**src/rtl/fifo.sv**
```systemverilog
// First-word-fall-through circular-buffer FIFO with registered status, sticky
// overflow/underflow flags and programmable almost-full/almost-empty levels.
module fifo #(
   parameter int unsigned ADDR_WIDTH       = 4,
   parameter int unsigned DATA_WIDTH       = 4,
   parameter int unsigned ALMOST_FULL_LVL  = 14,
   parameter int unsigned ALMOST_EMPTY_LVL = 2
) (
   input  logic                  clk_i,
   input  logic                  reset_i,
   input  logic                  write_i,
   input  logic [DATA_WIDTH-1:0] write_data_i,
   input  logic                  read_i,
   input  logic                  clear_flags_i,
   output logic [DATA_WIDTH-1:0] read_data_o,
   output logic                  empty_o,
   output logic                  full_o,
   output logic                  almost_empty_o,
   output logic                  almost_full_o,
   output logic [ADDR_WIDTH:0]   count_o,
   output logic                  overflow_o,
   output logic                  underflow_o
);

   localparam int unsigned DEPTH   = 1 << ADDR_WIDTH;
   localparam int unsigned CNT_W   = ADDR_WIDTH + 1;

   logic [DATA_WIDTH-1:0] mem [DEPTH];

   logic [ADDR_WIDTH-1:0] wr_ptr;
   logic [ADDR_WIDTH-1:0] rd_ptr;
   logic [ADDR_WIDTH-1:0] wr_ptr_nxt;
   logic [ADDR_WIDTH-1:0] rd_ptr_nxt;
   logic [CNT_W-1:0]      count_nxt;
   logic [DATA_WIDTH-1:0] head_nxt;
   logic                  wr_accept;
   logic                  rd_accept;
   logic                  overflow_nxt;
   logic                  underflow_nxt;

   // Accept decisions, next pointers and next count.
   always_comb begin
      rd_accept  = read_i && !empty_o;
      wr_accept  = write_i && (!full_o || read_i);
      wr_ptr_nxt = wr_accept ? wr_ptr + ADDR_WIDTH'(1) : wr_ptr;
      rd_ptr_nxt = rd_accept ? rd_ptr + ADDR_WIDTH'(1) : rd_ptr;
      count_nxt  = count_o;
      case ({wr_accept, rd_accept})
         2'b10:   count_nxt = count_o + CNT_W'(1);
         2'b01:   count_nxt = count_o - CNT_W'(1);
         default: count_nxt = count_o;
      endcase
   end

   // Next head word; bypass the incoming word when it lands on the new head slot.
   always_comb begin
      head_nxt = '0;
      if (count_nxt != '0) begin
         if (wr_accept && (wr_ptr == rd_ptr_nxt)) begin
            head_nxt = write_data_i;
         end else begin
            head_nxt = mem[rd_ptr_nxt];
         end
      end
   end

   // Sticky error flags: a new event wins over a coincident clear.
   always_comb begin
      overflow_nxt  = overflow_o;
      underflow_nxt = underflow_o;
      if (clear_flags_i) begin
         overflow_nxt  = 1'b0;
         underflow_nxt = 1'b0;
      end
      if (write_i && full_o && !read_i) begin
         overflow_nxt = 1'b1;
      end
      if (read_i && empty_o) begin
         underflow_nxt = 1'b1;
      end
   end

   // Storage array is deliberately left uncleared by reset.
   always_ff @(posedge clk_i) begin
      if (!reset_i && wr_accept) begin
         mem[wr_ptr] <= write_data_i;
      end
   end

   always_ff @(posedge clk_i) begin
      if (reset_i) begin
         wr_ptr         <= '0;
         rd_ptr         <= '0;
         count_o        <= '0;
         read_data_o    <= '0;
         empty_o        <= 1'b1;
         full_o         <= 1'b0;
         almost_empty_o <= 1'b1;
         almost_full_o  <= 1'b0;
         overflow_o     <= 1'b0;
         underflow_o    <= 1'b0;
      end else begin
         wr_ptr         <= wr_ptr_nxt;
         rd_ptr         <= rd_ptr_nxt;
         count_o        <= count_nxt;
         read_data_o    <= head_nxt;
         empty_o        <= (count_nxt == '0);
         full_o         <= (count_nxt == CNT_W'(DEPTH));
         almost_empty_o <= (count_nxt <= CNT_W'(ALMOST_EMPTY_LVL));
         almost_full_o  <= (count_nxt >= CNT_W'(ALMOST_FULL_LVL));
         overflow_o     <= overflow_nxt;
         underflow_o    <= underflow_nxt;
      end
   end

endmodule

```
**config.mk**
```make
export PLATFORM = sky130hd
export DESIGN_NAME = fifo
export DESIGN_NICKNAME = d
export VERILOG_FILES = /design/src/rtl/fifo.sv
export SDC_FILE = /design/constraint.sdc
export NUM_CORES = 1
export LEC_CHECK = 0
export ABC_AREA = 1
export CAP_MARGIN = 20
export CORE_ASPECT_RATIO = 1.25
export CORE_MARGIN = 2
export CORE_UTILIZATION = 56
export CTS_BUF_LIST = sky130_fd_sc_hd__clkbuf_16
export CTS_CLUSTER_DIAMETER = 60
export DETAILED_ROUTE_END_ITERATION = 10
export PLACE_DENSITY = 0.82
export RECOVER_POWER = 25
export SYNTH_ARGS = -nofsm -noshare
export SYNTH_HDL_FRONTEND = slang
export SYNTH_SLANG_ARGS = --single-unit
```
**constraint.sdc**
```tcl
create_clock -name clk_i -period 2.79 [get_ports clk_i]
set_input_delay 0.558 -clock clk_i [delete_from_list [all_inputs] [get_ports clk_i]]
set_output_delay 0.558 -clock clk_i [all_outputs]
set_load 0.02 [all_outputs]
```
==> results.yml <==
status:
  status: "complete, no violations"
timing:
  setup_viol: 0
  finalCritPeriodShare: 0.890
  worst_slack_ns: 0.307
  finalSetupTns_ns: 0
  hold_viol: 0
  maxSlewViolCount: 0
  tightest_slew_ns: 0.833
  fmax_mhz: 403
  min_period_ns: 2.48
  rsz0062_at_grt: "no"
  whs_ns: 0.470
  clock_skew_ns: 0.00933
  relSlewSlack: 0.445
worst_setup_path:
  cpPeakStageDelay_ns: 0.49
  cp.arrival_ns: 2.71
  cp_top_family: "simple AND/OR/NAND/NOR gates"
  crit_top_cell: "nand2_1"
  rr_worst_depth: 8
  worstReg2RegStart: "rd_ptr[0]"
  critPathBufInv: 4
  r2r-end: "read_data_o[3]"
  startpoint_type: "input pin"
  cp_cell_sequence: "clkdlybuf4s50_1 > inv_2 > nand2_1 > nand2_1 > ha_1 > nand2_1 > inv_1 > nor2_1 > ha_1 > a21oi_1 > nor2_2 > inv_1 > nand3_1 > o21ai_0 > nor2_1 > nand3_1 > nand2_2 > a21oi_1"
  cp.required_ns: 3.02
  critPathKind: "in -> reg"
  r2r_slack_ns: 0.60
  worstSetupEndpointType: "flip-flop"
  slowest_stage: "clkdlybuf4s50_1"
  cp_max_fo: 5
grt:
  grt_max_degree: 34
  antenna_found_initial: 0
  grt_pass1_vias: 3132
  grt_pass1_wl_um: 15000
  grt_usage: 0.249
  grt-ovfl-total: 0
synth:
  ys_types: 30
  synth_adder_area_share: 0.0242
  synthCells: 440
  yosys.area_share.simple: 0.268
  syn_area_per_cell_sq_um: 9.39
  syn-cell-area_sq_um: 4130
  synth_top_family_by_area: "simple AND/OR/NAND/NOR gates"
  synthMuxAreaShare: 0
  synth-compound-area-share: 0.0306
  ys_seq_elements: 87
  yosysWarningCount: 0
  synth.yosys.seq_area_share: 0.576
  synthXorXnorAreaFrac: 0.0136
  syn_nets: 457
cts:
  path_clk_slew_ns: 0.06
  root_buffer: "clkbuf_16"
  h-tree-depth: 3
  numCtsBuffers: 9
  postCtsSetupRepairBufs: 0
  cts_tree: "done"
  clockBufferDepth: 2
  clkSinkCount: 87
  clkLatencyLatePin_ns: 0.34
  ctsHoldBuffers: 0
  cts_resized: 0
finish:
  area_growth_pct: 16.3
  drive_gt1_frac: 0.0934
  utilization: 0.661
  final_nets: 495
  diodes: 0
  final_common_cell: "nand3_1"
  final_cells: 574
  fin_area_sq_um: 4810
  final_cell_mix: "nand3_1, inv_1, nand2_1"
drt:
  drc: 0
  wl_per_cell_um: 15.8
  drtIter0Drc: 304
  ant_nets: 0
  viasPerCell: 5.65
  first_pass_iters: 6
  vias: 3242
  wirelength_um: 9080
power_and_ir_drop:
  power_density_nw_per_um2: 718
  p_clk_frac: 0.301
  ir_drop_mv: 0.557
  power.switching_mw: 1.08
  seq_power_share: 0.436
  sw_frac_of_total: 0.313
  pwr-share-comb: 0.263
  power.total_mw: 3.45
  p_leak_nw: 2.00
  cell_internal_pwr_mw: 2.37
hold_path:
  hold_end: "overflow_o"
  hold_path_class: "reg -> reg"
  min-delay-start: "overflow_o"
  hold_path_depth: 2
place:
  place_ws_ns: -0.0529
  place_congestion: 0.955
  io_buffer_count: 23
  dp_cells: 559
  dpl_cell_area_sq_um: 4550
  dp_hpwl_um: 6180
floorplanning:
  ios: 24
  initial_core_util: 0.569
  die_y_um: 100
  dieArea_sq_um: 8090
  die_x_um: 80.8
  num_rows: 35
  core_area_sq_um: 7270
flow_run:
  maxCapViolations: 0
## Yosys cell counts
master | number | area share
dfxtp_1 | 23 | 0.11
xor2_1 | 2 | 0.0042
nand3b_1 | 16 | 0.029
buf_4 | 1 | 0.0018
nor2_2 | 1 | 0.0015
xnor3_1 | 1 | 0.0054
nand2_1 | 73 | 0.066
a21oi_4 | 1 | 0.0039
and2_1 | 1 | 0.0015
nor3_1 | 9 | 0.011
xnor2_2 | 1 | 0.0039
edfxtp_1 | 64 | 0.47
o21ai_2 | 1 | 0.0021
ha_1 | 8 | 0.024
o22ai_1 | 1 | 0.0015
clkbuf_1 | 4 | 0.0036
inv_1 | 76 | 0.069
nand4_1 | 6 | 0.0091
a21oi_1 | 11 | 0.013
nor2_4 | 2 | 0.0054
buf_1 | 1 | 0.00091
o21ai_0 | 8 | 0.0097
nand3_2 | 1 | 0.0024
nand2_2 | 3 | 0.0045
buf_2 | 5 | 0.0061
nand3_1 | 88 | 0.11
nor2_1 | 25 | 0.023
nand2_4 | 3 | 0.0082
buf_6 | 1 | 0.0027
inv_2 | 3 | 0.0027
## cells by family (layout without fill, tap and decap cells)
group | after synthesis | count (layout)
AOI/OAI and AO/OA | 22 | 22
and+or+nand+nor | 228 | 228
xor gates and xnor gates | 4 | 4
buffers and inverters | 91 | 133
DFF | 87 | 87
adders and majority gates | 8 | 8
## layout make-up
class                           count  area (sq um)
Clock buffer                        9           225
Clock inverter                      6          31.3
Fill cell                         565          2460
Inverter                           79           297
Multi-Input combinational cell    262          1400
Sequential cell                    87          2380
Tap cell                           92           115
Timing Repair Buffer               39           359
## state kept, by name, indices dropped and copies added, names as in the netlist
signal	cells
mem	64
count_o	5
rd_ptr	4
read_data_o	4
wr_ptr	4
almost_empty_o	1
almost_full_o	1
empty_o	1
full_o	1
overflow_o	1
underflow_o	1
## worst register-to-register path: cells and delay by family, from the launching register on
kind / cells / cell delay (ns)
flops: 1 / 0.35
simple gates: 5 / 0.61
compound gates: 2 / 0.81
fa+ha+maj: 1 / 0.35
## per-layer routing
layer | part of all wire | global-route usage | routed length [um]
met5 | 0 | 0 | 0
met4 | 0.032 | 0.132 | 287
met3 | 0.071 | 0.0603 | 643
met2 | 0.49 | 0.390 | 4480
met1 | 0.40 | 0.321 | 3670
## worst max-delay path by stage
stage,endpoint,start,cells past startpoint
after floorplan,read_data_o[0],read_i,16
after global placement,read_data_o[3],read_i,18
after detailed placement,read_data_o[1],read_i,18
after CTS,read_data_o[1],read_i,18
after global routing,read_data_o[1],read_i,18
final,read_data_o[1],read_i,18
## power groups by stage
stage               Clock [mW]  Sequential, mW  Combinational [mW]
floorplan                    0            1.58               0.518
global route              1.10            1.51                1.00
CTS                       1.05            1.50               0.904
detailed placement           0            1.53               0.894
global placement             0            1.53               0.872
finish                    1.04            1.50               0.909
Power figures use the tool's default switching activity.
